--- src/rtl/rst_seq_pkg.sv ---
// Shared types and default parameters for the staged reset sequencer.
package rst_seq_pkg;

    localparam int DEF_N_STG    = 4;
    localparam int DEF_HOLD_CYC = 16;
    localparam int DEF_GAP_CYC  = 8;
    localparam int DEF_ACK_TO   = 1024;

    typedef enum logic [2:0] {
        ST_HOLD,
        ST_WAIT_ACK,
        ST_GAP,
        ST_DONE,
        ST_ERROR
    } seq_state_e;

    function automatic int max3(input int a, input int b, input int c);
        int m;
        m = (a > b) ? a : b;
        return (m > c) ? m : c;
    endfunction

    // Width of a stage index; never narrower than one bit.
    function automatic int idx_w(input int n);
        return (n > 1) ? $clog2(n) : 1;
    endfunction

endpackage

--- src/rtl/rst_seq_ctrl_if.sv ---
// Status and control bundle between the reset sequencer and its environment.
interface rst_seq_ctrl_if
    import rst_seq_pkg::*;
#(
    parameter int N_STG = DEF_N_STG
) ();

    localparam int ERR_W = idx_w(N_STG);

    logic             LOCKED_IN;
    logic             SOFT_REQ;
    logic [N_STG-1:0] STG_ACK;
    logic [N_STG-1:0] STG_RST;
    logic             SEQ_BUSY;
    logic             SEQ_DONE;
    logic             SEQ_ERR;
    logic [ERR_W-1:0] ERR_STG;

    modport master (
        output LOCKED_IN, SOFT_REQ, STG_ACK,
        input  STG_RST, SEQ_BUSY, SEQ_DONE, SEQ_ERR, ERR_STG
    );

    modport slave (
        input  LOCKED_IN, SOFT_REQ, STG_ACK,
        output STG_RST, SEQ_BUSY, SEQ_DONE, SEQ_ERR, ERR_STG
    );

endinterface

--- src/rtl/rst_seq_tmr.sv ---
// Shared cycle counter with clear/increment control and a terminal-count compare.
module rst_seq_tmr #(
    parameter int CNT_W = 10
) (
    input  logic             clk_i,
    input  logic             rst_ni,
    input  logic             clr_i,
    input  logic             inc_i,
    input  logic [CNT_W-1:0] tc_val_i,
    output logic             tc_o
);

    logic [CNT_W-1:0] cnt_q;
    logic [CNT_W-1:0] cnt_d;

    always_comb begin
        cnt_d = cnt_q;
        if (clr_i) begin
            cnt_d = '0;
        end else if (inc_i) begin
            cnt_d = cnt_q + 1'b1;
        end
    end

    always_ff @(posedge clk_i) begin
        if (!rst_ni) begin
            cnt_q <= '0;
        end else begin
            cnt_q <= cnt_d;
        end
    end

    // Compares the current count, so the terminal edge is the one where cnt_q == tc_val_i.
    assign tc_o = (cnt_q == tc_val_i);

endmodule

--- src/rtl/rst_seq_ctrl.sv ---
// Releases N_STG reset domains one at a time once the PLL is stably locked,
// waiting for each stage's acknowledge with a timeout.
module rst_seq_ctrl
    import rst_seq_pkg::*;
#(
    parameter int N_STG    = DEF_N_STG,
    parameter int HOLD_CYC = DEF_HOLD_CYC,
    parameter int GAP_CYC  = DEF_GAP_CYC,
    parameter int ACK_TO   = DEF_ACK_TO
) (
    input  logic SYSCLK,
    input  logic RESETN,
    rst_seq_ctrl_if.slave bus
);

    localparam int KW      = idx_w(N_STG);
    localparam int CNT_MAX = max3(HOLD_CYC, GAP_CYC, ACK_TO);
    localparam int CNT_W   = $clog2(CNT_MAX);

    localparam logic [KW-1:0]    K_LAST  = KW'(N_STG - 1);
    localparam logic [CNT_W-1:0] TC_HOLD = CNT_W'(HOLD_CYC - 1);
    localparam logic [CNT_W-1:0] TC_GAP  = CNT_W'(GAP_CYC - 1);
    localparam logic [CNT_W-1:0] TC_ACK  = CNT_W'(ACK_TO - 1);

    seq_state_e       state_q, state_d;
    logic [KW-1:0]    k_q, k_d;
    logic [N_STG-1:0] stg_rst_q, stg_rst_d;
    logic             busy_q, busy_d;
    logic             done_q, done_d;
    logic             err_q, err_d;
    logic [KW-1:0]    err_stg_q, err_stg_d;

    logic             go_hold;
    logic             tmr_clr;
    logic             tmr_inc;
    logic             tmr_tc;
    logic [CNT_W-1:0] tc_val;
    logic [KW-1:0]    k_inc;

    rst_seq_tmr #(
        .CNT_W (CNT_W)
    ) u_tmr (
        .clk_i    (SYSCLK),
        .rst_ni   (RESETN),
        .clr_i    (tmr_clr),
        .inc_i    (tmr_inc),
        .tc_val_i (tc_val),
        .tc_o     (tmr_tc)
    );

    always_comb begin
        state_d   = state_q;
        k_d       = k_q;
        stg_rst_d = stg_rst_q;
        busy_d    = busy_q;
        done_d    = done_q;
        err_d     = err_q;
        err_stg_d = err_stg_q;
        go_hold   = 1'b0;
        tmr_clr   = 1'b0;
        tmr_inc   = 1'b0;
        tc_val    = '0;
        k_inc     = k_q + 1'b1;

        // A soft restart outranks everything, including a same-cycle ack or timeout.
        if (bus.SOFT_REQ) begin
            go_hold   = 1'b1;
            err_d     = 1'b0;
            err_stg_d = '0;
        end else begin
            case (state_q)
                ST_HOLD: begin
                    tc_val = TC_HOLD;
                    if (!bus.LOCKED_IN) begin
                        tmr_clr = 1'b1;
                    end else if (tmr_tc) begin
                        state_d      = ST_WAIT_ACK;
                        k_d          = '0;
                        stg_rst_d    = '1;
                        stg_rst_d[0] = 1'b0;
                        tmr_clr      = 1'b1;
                    end else begin
                        tmr_inc = 1'b1;
                    end
                end
                ST_WAIT_ACK: begin
                    tc_val = TC_ACK;
                    if (!bus.LOCKED_IN) begin
                        go_hold = 1'b1;
                    end else if (bus.STG_ACK[k_q]) begin
                        tmr_clr = 1'b1;
                        if (k_q == K_LAST) begin
                            state_d   = ST_DONE;
                            stg_rst_d = '0;
                            busy_d    = 1'b0;
                            done_d    = 1'b1;
                        end else begin
                            state_d = ST_GAP;
                        end
                    end else if (tmr_tc) begin
                        state_d   = ST_ERROR;
                        stg_rst_d = '1;
                        busy_d    = 1'b0;
                        done_d    = 1'b0;
                        err_d     = 1'b1;
                        err_stg_d = k_q;
                        tmr_clr   = 1'b1;
                    end else begin
                        tmr_inc = 1'b1;
                    end
                end
                ST_GAP: begin
                    tc_val = TC_GAP;
                    if (!bus.LOCKED_IN) begin
                        go_hold = 1'b1;
                    end else if (tmr_tc) begin
                        state_d          = ST_WAIT_ACK;
                        k_d              = k_inc;
                        stg_rst_d[k_inc] = 1'b0;
                        tmr_clr          = 1'b1;
                    end else begin
                        tmr_inc = 1'b1;
                    end
                end
                ST_DONE: begin
                    tmr_clr = 1'b1;
                    if (!bus.LOCKED_IN) begin
                        go_hold = 1'b1;
                    end
                end
                ST_ERROR: begin
                    tmr_clr = 1'b1;
                end
                default: begin
                    go_hold = 1'b1;
                end
            endcase
        end

        // Lock loss takes this path too but leaves the sticky error fields alone.
        if (go_hold) begin
            state_d   = ST_HOLD;
            k_d       = '0;
            stg_rst_d = '1;
            busy_d    = 1'b1;
            done_d    = 1'b0;
            tmr_clr   = 1'b1;
            tmr_inc   = 1'b0;
        end
    end

    always_ff @(posedge SYSCLK) begin
        if (!RESETN) begin
            state_q   <= ST_HOLD;
            k_q       <= '0;
            stg_rst_q <= '1;
            busy_q    <= 1'b1;
            done_q    <= 1'b0;
            err_q     <= 1'b0;
            err_stg_q <= '0;
        end else begin
            state_q   <= state_d;
            k_q       <= k_d;
            stg_rst_q <= stg_rst_d;
            busy_q    <= busy_d;
            done_q    <= done_d;
            err_q     <= err_d;
            err_stg_q <= err_stg_d;
        end
    end

    assign bus.STG_RST  = stg_rst_q;
    assign bus.SEQ_BUSY = busy_q;
    assign bus.SEQ_DONE = done_q;
    assign bus.SEQ_ERR  = err_q;
    assign bus.ERR_STG  = err_stg_q;

endmodule

--- src/flat_wrapper.sv ---
// flat-port wrapper written by rule: the top's interface ports become plain ports
module rst_seq_ctrl_flat import rst_seq_pkg::*;
#(
    parameter int N_STG    = DEF_N_STG,
    parameter int HOLD_CYC = DEF_HOLD_CYC,
    parameter int GAP_CYC  = DEF_GAP_CYC,
    parameter int ACK_TO   = DEF_ACK_TO
)
  (SYSCLK, RESETN, bus_LOCKED_IN, bus_SOFT_REQ, bus_STG_ACK, bus_STG_RST, bus_SEQ_BUSY, bus_SEQ_DONE, bus_SEQ_ERR, bus_ERR_STG);
  rst_seq_ctrl_if #(.N_STG(N_STG)) bus_i ();
  input  logic SYSCLK;
  input  logic RESETN;
  input wire logic [$bits(bus_i.LOCKED_IN)-1:0] bus_LOCKED_IN;
  input wire logic [$bits(bus_i.SOFT_REQ)-1:0] bus_SOFT_REQ;
  input wire logic [$bits(bus_i.STG_ACK)-1:0] bus_STG_ACK;
  output wire logic [$bits(bus_i.STG_RST)-1:0] bus_STG_RST;
  output wire logic [$bits(bus_i.SEQ_BUSY)-1:0] bus_SEQ_BUSY;
  output wire logic [$bits(bus_i.SEQ_DONE)-1:0] bus_SEQ_DONE;
  output wire logic [$bits(bus_i.SEQ_ERR)-1:0] bus_SEQ_ERR;
  output wire logic [$bits(bus_i.ERR_STG)-1:0] bus_ERR_STG;
  assign bus_i.LOCKED_IN = bus_LOCKED_IN;
  assign bus_i.SOFT_REQ = bus_SOFT_REQ;
  assign bus_i.STG_ACK = bus_STG_ACK;
  assign bus_STG_RST = bus_i.STG_RST;
  assign bus_SEQ_BUSY = bus_i.SEQ_BUSY;
  assign bus_SEQ_DONE = bus_i.SEQ_DONE;
  assign bus_SEQ_ERR = bus_i.SEQ_ERR;
  assign bus_ERR_STG = bus_i.ERR_STG;
  rst_seq_ctrl #(.N_STG(N_STG), .HOLD_CYC(HOLD_CYC), .GAP_CYC(GAP_CYC), .ACK_TO(ACK_TO)) u_core (.SYSCLK(SYSCLK), .RESETN(RESETN), .bus(bus_i));
endmodule
--- config.mk ---
export PLATFORM = sky130hd
export DESIGN_NAME = rst_seq_ctrl_flat
export DESIGN_NICKNAME = d
export VERILOG_FILES = /design/src/rtl/rst_seq_pkg.sv /design/src/rtl/rst_seq_ctrl_if.sv /design/src/rtl/rst_seq_tmr.sv /design/src/rtl/rst_seq_ctrl.sv /design/src/flat_wrapper.sv
export SDC_FILE = /design/constraint.sdc
export NUM_CORES = 1
export LEC_CHECK = 0
export BUFFER_PORTS_ARGS = -buffer_cell sky130_fd_sc_hd__clkbuf_2
export CAP_MARGIN = 30
export CELL_PAD_IN_SITES_DETAIL_PLACEMENT = 0
export CELL_PAD_IN_SITES_GLOBAL_PLACEMENT = 1
export CORE_ASPECT_RATIO = 1.1
export CORE_UTILIZATION = 47
export CTS_BUF_LIST = sky130_fd_sc_hd__clkbuf_8
export DETAILED_ROUTE_END_ITERATION = 8
export PLACE_DENSITY_LB_ADDON = 0.1
export REMOVE_ABC_BUFFERS = 1
export SLEW_MARGIN = 30
export SYNTH_ARGS = -nofsm -noshare
export SYNTH_HDL_FRONTEND = slang
export SYNTH_SLANG_ARGS = --single-unit
--- constraint.sdc ---
create_clock -name SYSCLK -period 5.5 [get_ports SYSCLK]
set_input_delay 0.825 -clock SYSCLK [delete_from_list [all_inputs] [get_ports SYSCLK]]
set_output_delay 0.825 -clock SYSCLK [all_outputs]
set_load 0.02 [all_outputs]
==> run metrics, run 1 <==
Die H 56.9 um; gate count after technology mapping 155; maximum clock frequency 378 MHz; Area growth, synth to finish 10.4%; # setup viols final 0; Top Family by Delay on Critical Path simple AND/OR/NAND/NOR gates; synthesized flop and latch total 24; Critical Path RT 5700 ps; clock skew 2.43 ps; crit path capture type register; total grt overflow 0; Internal Power 0.233 mW; combinational power share 8.1%; Most Crowded Layer GR met2; Least-Margin Pin Slew 724 ps; switching power share of the total 23.2%; Clk Latency, worst-skew pair 260 ps; Worst Setup Start Kind input pin; part of the power in registers 58.1%; TNS Setup 0 ps; most common cell in the netlist dfxtp_1; fin nets 183; share of cells above drive strength 1 14.4%; # hold bufs at CTS 0; buffers added on ports 16; vias per cell 5.89; first-pass GRT wire length 4870 um; Core Rows 19; TritonCTS clock tree done; final worst path period share 48.1%; DRT iter0 DRCs 26; Worst VDD drop 0.163 mV; DR WL/cell 14.1 um; Slew Limit Fails 0; status finished clean; I/O Pins 17; crit-path cells clkbuf_2, nor4b_1, or4_1, a22o_1, nand4_1, nor2_1; Starting Density 50.7%; placed cell area 1380 um^2; Netlist cell types 37; Worst-path clk slew 80 ps; Sw Pwr 0.0704 mW; GRT Util Overall 21.8%; routed via count 1,167; leading area contributor after synthesis dfxtp_1; Final Hold Vio Count 0; die width 52.0 um; Synth top area share 37.2%; gpl congestion 0.826; clock period minus worst slack 2650 ps; CP peak stage delay 610 ps; CP max-delay cell nor4b_1; relative slew slack 51.1%; min-delay worst type reg2reg; DRT Wirelength 2790 um; met3 usage 2.40%; Main synth FF type dfxtp_1; Setup Buffers After CTS 0; post-DP HPWL 2150 um; CP Max Fanout 14; # clock sinks 24; worst path bufs/invs 1; Post-synth top cells dfxtp_1, nor2_1, a21oi_1; vias in the first global route 1,045; Post-Syn Area 1290 um^2; antenna violations before repair 0; synth top area cells dfxtp_1, ha_1, nor2_1, a21oi_1, o21ai_0; Ant. Diodes 0; met2 usage 38.5%; Die Footprint 2960 um^2; EDFF count, synth 0; Leak Pwr 0.555 nW; sequential element share of the synthesized area 37.2%; largest net degree at the start of global routing 15; YS warnings 0; DRC viols 0; fin area 1420 um^2; clock share of power 33.7%; mean post-synth cell area 8.32 um^2; met1 GRT Util 26.9%; max-cap viol count 0; pwr dens 213 nW/um^2; Crit path arrival time 2840 ps; Cells after DPL 195; crit path kind in2reg; drt first pass iters 6; H-tree levels 1; fin cells 198; core area 2540 um^2; final design utilization 56.0%; remaining antenna violation count 0; asr flop ratio synth 0%; CTS Buf Count 3; Max Buffers Root-to-Sink 2; RSZ-0062 raised after global routing no; Root Buffer clkbuf_8; CTS resizes 0
## metrics by stage
| step | setup WS (ps) | hold slack, ps | total power, mW |
|---|---|---|---|
| 2_1_floorplan | 3110 | 426 | 0.196 |
| 3_3_place_gp | 2740 | 440 | 0.204 |
| 3_5_place_dp | 2570 | 451 | 0.205 |
| 4_1_cts | 2850 | 472 | 0.307 |
| 5_1_grt | 2590 | 490 | 0.318 |
| 6_report | 2850 | 467 | 0.303 |
## final timing paths
check,slack [ps],cells after the start,from,endpoint
max,2850,6,bus_SOFT_REQ,u_core.u_tmr.cnt_q[8]$_SDFFE_PP0P_
min,470,1,u_core.u_tmr.cnt_q[0]$_SDFFE_PP0P_,u_core.u_tmr.cnt_q[0]$_SDFFE_PP0P_
max reg2reg,2920,5,u_core.state_q[0]$_SDFFE_PP0P_,u_core.u_tmr.cnt_q[8]$_SDFFE_PP0P_
min reg2reg,470,1,u_core.u_tmr.cnt_q[0]$_SDFFE_PP0P_,u_core.u_tmr.cnt_q[0]$_SDFFE_PP0P_
## per-layer routing
layer / part of all wire (%) / wire [um]
met1: 42 / 1170
met2: 54 / 1500
met3: 2.7 / 75
met4: 1.7 / 48
met5: 0 / 0
## cell usage in the layout, fill, tap and decap left out, types with 4 or more instances in the layout
master	count
dfxtp_1	24
nand2_1	7
nand4_1	6
a21oi_1	12
inv_1	8
clkbuf_2	16
a31oi_1	4
ha_1	6
xor2_1	6
o21ai_0	11
nor2_1	19
or3_1	4
nand3_1	5
## kinds of logic (layout without fill, tap and decap cells)
kind of cell / count (synthesis) / count (layout) / synth area share, %
simple gates: 61 / 61 / 25.9
buf+inv: 15 / 27 / 4.36
compound gates: 37 / 37 / 17.2
xor+xnor: 9 / 9 / 6.11
mux: 3 / 3 / 3.39
fa+ha+maj: 6 / 6 / 5.82
flops: 24 / 24 / 37.2
## power groups by stage
stage / Clock [mW] / Sequential (mW) / Combinational, mW
finish: 0.102 / 0.176 / 0.0246
floorplan: 0 / 0.181 / 0.0149
global route: 0.114 / 0.177 / 0.0275
detailed placement: 0 / 0.180 / 0.0245
global placement: 0 / 0.180 / 0.0240
CTS: 0.106 / 0.176 / 0.0246
## layout make-up
class,count,area [um^2]
clock buffer,3,41.3
fill,249,1120
sequential,24,480
tap,31,38.8
inverter,8,30.0
multi-input combinational,116,753
timing repair buffer,16,80.1
## registers in the layout, indices dropped and copies added, names as in the netlist
register / count
u_core.bus.ERR_STG: 2
u_core.bus.SEQ_BUSY: 1
u_core.bus.SEQ_DONE: 1
u_core.bus.SEQ_ERR: 1
u_core.bus.STG_RST: 4
u_core.k_q: 2
u_core.state_q: 3
u_core.u_tmr.cnt_q: 10
(Power assumes the default switching activity.)
==> inputs of run 2 (changes only) <==
Settings changed: CORE_UTILIZATION 47 to 44.
Clock period 5.5 ns to 2.75 ns, I/O delays scaled along.
==> run metrics, run 2 (synthesis gave the netlist of run 1 again) <==
# hold bufs at CTS 0 (unchanged); Largest Register u_core.u_tmr.cnt_q (unchanged); Slew Limit Fails 0 (unchanged); pwr dens 475 nW/um^2 (was 213 nW/um^2); routed via count 1,181 (was 1,167); DRT Wirelength 2880 um (was 2790 um); clock share of power 43.3% (was 33.7%); Tot Pwr 0.717 mW (was 0.303 mW); remaining antenna violation count 0 (unchanged); Fill cells 266 (was 249); fin cells 208 (was 198); gpl congestion 0.852 (was 0.826); TritonCTS clock tree done (unchanged); max reg flops 10 (unchanged); drt first pass iters 4 (was 6); final worst path period share 83.3%; CP peak stage delay 500 ps (was 610 ps); vias in the first global route 1,091 (was 1,045); # setup viols final 0 (unchanged); Cells after DPL 204 (was 195); die width 53.6 um (was 52.0 um); switching power share of the total 21.0% (was 23.2%); commonest non-fill, non-tap cell in the layout dfxtp_1 (unchanged); Starting Density 46.4% (was 50.7%); clock period minus worst slack 2290 ps; Top Family by Delay on Critical Path simple AND/OR/NAND/NOR gates (unchanged); worst path bufs/invs 0 (was 1); Internal Power 0.566 mW (was 0.233 mW); vias per cell 5.68 (was 5.89); RSZ-0062 raised after global routing no (unchanged); post-DP HPWL 2180 um (was 2150 um); crit path capture type register (unchanged); Sw Pwr 0.151 mW (was 0.0704 mW); Crit path arrival time 2460 ps (was 2840 ps); clock skew 2.40 ps (was 2.43 ps); commonest cells after routing, fill and taps aside dfxtp_1, nor2_1, clkbuf_2 (unchanged); Setup Buffers After CTS 0 (unchanged); antenna violations before repair 0 (unchanged); most used cell along the critical path or4_1; I/O Pins 17 (unchanged); Max Buffers Root-to-Sink 2 (unchanged); status finished clean (unchanged); Critical Path RT 2920 ps (was 5700 ps); CP Max Fanout 14 (unchanged); CTS resizes 0 (unchanged); Die H 58.8 um (was 56.9 um); TNS Setup 0 ps (unchanged); combinational power share 7.7% (was 8.1%); first-pass GRT wire length 4790 um (was 4870 um); max-cap viol count 0 (unchanged); total grt overflow 0 (unchanged); buffers added on ports 16 (unchanged); # clock sinks 24 (unchanged); DR WL/cell 13.9 um (was 14.1 um); min-delay worst type in2reg (was reg2reg); DRT iter0 DRCs 27 (was 26); part of the power in registers 49.0% (was 58.1%); fin nets 190 (was 183); storage element area 480 um^2 (unchanged); CTS Buf Count 3 (unchanged); relative slew slack 53.6% (was 51.1%); Area growth, synth to finish 17.0% (was 10.4%); Clk Latency, worst-skew pair 270 ps (was 260 ps); GRT Util Overall 20.8% (was 21.8%); largest net degree at the start of global routing 15 (unchanged); Least-Margin Pin Slew 687 ps (was 724 ps); Worst Setup Start Kind register (was input pin); Core Rows 20 (was 19); CP max-delay cell or4_1 (was nor4b_1); H-tree levels 1 (unchanged); DRC viols 0 (unchanged); Final Hold Vio Count 0 (unchanged); Worst VDD drop 0.285 mV (was 0.163 mV); crit path kind reg2reg (was in2reg); crit-path cells or4_1, or4_1, a22o_1, a221o_1, and4_1 (was clkbuf_2, nor4b_1, or4_1, a22o_1, nand4_1, nor2_1); Root Buffer clkbuf_8 (unchanged); Ant. Diodes 0 (unchanged); maximum clock frequency 436 MHz; share of cells above drive strength 1 18.3% (was 14.4%); Leak Pwr 0.605 nW (was 0.555 nW); core area 2780 um^2 (was 2540 um^2); Die Footprint 3150 um^2 (was 2960 um^2); Worst-path clk slew 90 ps (was 80 ps); Multi-input gate area 753 um^2 (unchanged)
-- run 2: cell count changes in the layout (fill, tap and decap cells not counted) --
| cell | delta |
|---|---|
| bufinv_16 | +1 |
| buf_4 | +7 |
-- run 2: routing by layer --
metal / vias up / share of wire [%] / track usage [%]
met5: - / 0 / 0
met2: 23 / 52 / 37.9
met3: 6 / 2.3 / 2.84
li1: 601 / - / -
met1: 551 / 44 / 23.3
met4: 0 / 1.7 / 9.40
-- run 2: worst reg2reg max path, delay by kind of cell (launching register included) --
family	cells	cell delay, ps
simple gates	3	1100
flops	1	350
compound gates	2	740
-- run 2: path summary, 6_finish.rpt --
path | startpoint | endpoint | slack [ps] | cells past startpoint
worst min register to register | u_core.u_tmr.cnt_q[0]$_SDFFE_PP0P_ | u_core.u_tmr.cnt_q[0]$_SDFFE_PP0P_ | 460 | 1
worst max register to register | u_core.u_tmr.cnt_q[8]$_SDFFE_PP0P_ | u_core.state_q[0]$_SDFFE_PP0P_ | 460 | 5
worst min-delay path | RESETN | u_core.state_q[0]$_SDFFE_PP0P_ | 420 | 2
worst max-delay path | u_core.u_tmr.cnt_q[8]$_SDFFE_PP0P_ | u_core.state_q[0]$_SDFFE_PP0P_ | 460 | 5
-- run 2: power groups by stage --
| stage | sequential (mW) | clock [mW] | combinational (mW) |
|---|---|---|---|
| CTS | 0.351 | 0.319 | 0.0550 |
| finish | 0.351 | 0.310 | 0.0553 |
| floorplan | 0.362 | 0 | 0.0297 |
| global route | 0.352 | 0.328 | 0.0620 |
| global placement | 0.359 | 0 | 0.0542 |
| detailed placement | 0.359 | 0 | 0.0549 |
-- run 2: layout make-up --
type / count / share of cell area (%)
repair buffers: 23 / 8.79
flip-flops and latches: 24 / 31.8
inverters: 8 / 1.99
multi-input cells: 116 / 49.9
clock inverters: 1 / 1.99
well taps: 33 / 2.74
clock buffers: 3 / 2.74
-- run 2: per-stage QoR --
stage / cell area, um^2 / util [%] / hold slack [ps] / setup WS [ps]
after floorplan: 1260 / - / 426 / 593
after global placement: 1440 / 51.8 / 447 / 452
after detailed placement: 1440 / 51.8 / 452 / 400
after CTS: 1510 / 54.3 / 413 / 462
after global routing: 1510 / 54.3 / 427 / 321
final: 1510 / 54.3 / 424 / 458
==> inputs of run 3 (changes only) <==
Clock period 2.75 ns to 2.4 ns, I/O delays scaled along.
==> run metrics, run 3 (synthesis gave the netlist of run 1 again) <==
Die Footprint 3150 um^2 (unchanged); # setup viols final 0 (unchanged); Crit path arrival time 2420 ps (was 2460 ps); crit path capture type register (unchanged); Final Hold Vio Count 0 (unchanged); # clock sinks 24 (unchanged); pwr dens 496 nW/um^2 (was 475 nW/um^2); crit path kind reg2reg (unchanged); status finished clean (unchanged); commonest non-fill, non-tap cell in the layout dfxtp_1 (unchanged); I/O Pins 17 (unchanged); Ant. Diodes 0 (unchanged); DRT iter0 DRCs 32 (was 27); Starting Density 46.4% (unchanged); max-cap viol count 0 (unchanged); Leak Pwr 0.604 nW (was 0.605 nW); CTS Buf Count 3 (unchanged); buffers added on ports 16 (unchanged); placed cell area 1450 um^2 (was 1440 um^2); Area growth, synth to finish 16.4% (was 17.0%); vias per cell 5.57 (was 5.68); Setup Buffers After CTS 0 (unchanged); largest net degree at the start of global routing 15 (unchanged); commonest cells after routing, fill and taps aside dfxtp_1, nor2_1, clkbuf_2 (unchanged); total grt overflow 0 (unchanged); fin nets 191 (was 190); DRC viols 0 (unchanged); relative slew slack 67.1% (was 53.6%); drt first pass iters 4 (unchanged); slack of the worst reg-to-reg path 150 ps (was 460 ps); Worst-path clk slew 90 ps (about the same); antenna violations before repair 0 (unchanged); remaining antenna violation count 0 (unchanged); H-tree levels 1 (unchanged); gpl congestion 0.830 (was 0.852); Multi-input gate area 754 um^2 (was 753 um^2); CP Max Fanout 14 (unchanged); fin area 1500 um^2 (was 1510 um^2); Slew Limit Fails 0 (unchanged); Fill cells 276 (was 266); core area 2780 um^2 (unchanged); GRT Util Overall 20.6% (was 20.8%); Tot Pwr 0.745 mW (was 0.717 mW); share of cells above drive strength 1 19.3% (was 18.3%); DRT Wirelength 2810 um (was 2880 um); first-pass GRT wire length 4700 um (was 4790 um); storage element area 480 um^2 (unchanged); Worst VDD drop 0.325 mV (was 0.285 mV); vias in the first global route 1,085 (was 1,091); final worst path period share 93.7% (was 83.3%); TNS Setup 0 ps (unchanged); clock period minus worst slack 2250 ps (was 2290 ps); Clk Latency, worst-skew pair 270 ps (about the same); final design utilization 54.1% (was 54.3%); Least-Margin Pin Slew 487 ps (was 687 ps); TritonCTS clock tree done (unchanged); Core Rows 20 (unchanged); Worst Setup Start Kind register (unchanged); Largest Register u_core.u_tmr.cnt_q (unchanged); post-DP HPWL 2090 um (was 2180 um); Critical Path RT 2570 ps (was 2920 ps); max reg flops 10 (unchanged); Die H 58.8 um (unchanged); # hold bufs at CTS 0 (unchanged); die width 53.6 um (unchanged); min-delay worst type in2reg (unchanged); clock skew 4.03 ps (was 2.40 ps); routed via count 1,164 (was 1,181); RSZ-0062 raised after global routing no (unchanged); maximum clock frequency 445 MHz (was 436 MHz); DR WL/cell 13.4 um (was 13.9 um); final hold slack 389 ps (was 424 ps); Max Buffers Root-to-Sink 2 (unchanged); Root Buffer clkbuf_8 (unchanged)
[run 3: changes by cell type in the layout (fill, tap and decap cells not counted)]
cell	before	now
a22o_1	1	0
a22o_2	0	1
buf_4	7	8
bufinv_16	1	0
clkbuf_8	3	4
[run 3: stage by stage]
stage	worst slack (ps)	std cells
final	152	209
after global routing	28.2	209
after CTS	94.4	209
after detailed placement	111	205
after global placement	147	205
after floorplan	243	148
[run 3: report_power, final]
group	switching (mW)	internal [mW]
Combinational	0.0388	0.0256
Sequential	0.00169	0.401
Clock	0.132	0.147
[run 3: cell type report]
type                    instances  area share (%)
flip-flops and latches         24            32.0
multi-input cells             116            50.3
inverters                       8            2.00
repair buffers                 24            9.33
clock buffers                   4            3.67
well taps                      33            2.75
[run 3: critical path, cell delays in order (launching register included)]
cell,delay (ps)
dfxtp_1,360
or4_1,490
or4_1,420
a22o_2,350
a221o_1,330
and4_1,190
[run 3: routing by layer]
| layer | part of all wire [%] | GRT usage (%) |
|---|---|---|
| met1 | 45 | 23.1 |
| met2 | 51 | 38.6 |
| met3 | 2.2 | 1.55 |
| met4 | 1.6 | 9.02 |
| met5 | 0 | 0 |
[run 3: final timing paths]
kind                                        end                                from  cells past startpoint
min reg2reg  u_core.u_tmr.cnt_q[0]$_SDFFE_PP0P_  u_core.u_tmr.cnt_q[0]$_SDFFE_PP0P_                      1
max              u_core.state_q[0]$_SDFFE_PP0P_  u_core.u_tmr.cnt_q[4]$_SDFFE_PP0P_                      5
max reg2reg      u_core.state_q[0]$_SDFFE_PP0P_  u_core.u_tmr.cnt_q[4]$_SDFFE_PP0P_                      5
min              u_core.state_q[0]$_SDFFE_PP0P_                              RESETN                      2
[run 3: repair_timing]
action | 4_1_cts | 5_1_grt
endpoints found under the hold margin | 0 | 0
gates resized for setup | 0 | 1
setup endpoints to repair | 0 | 1
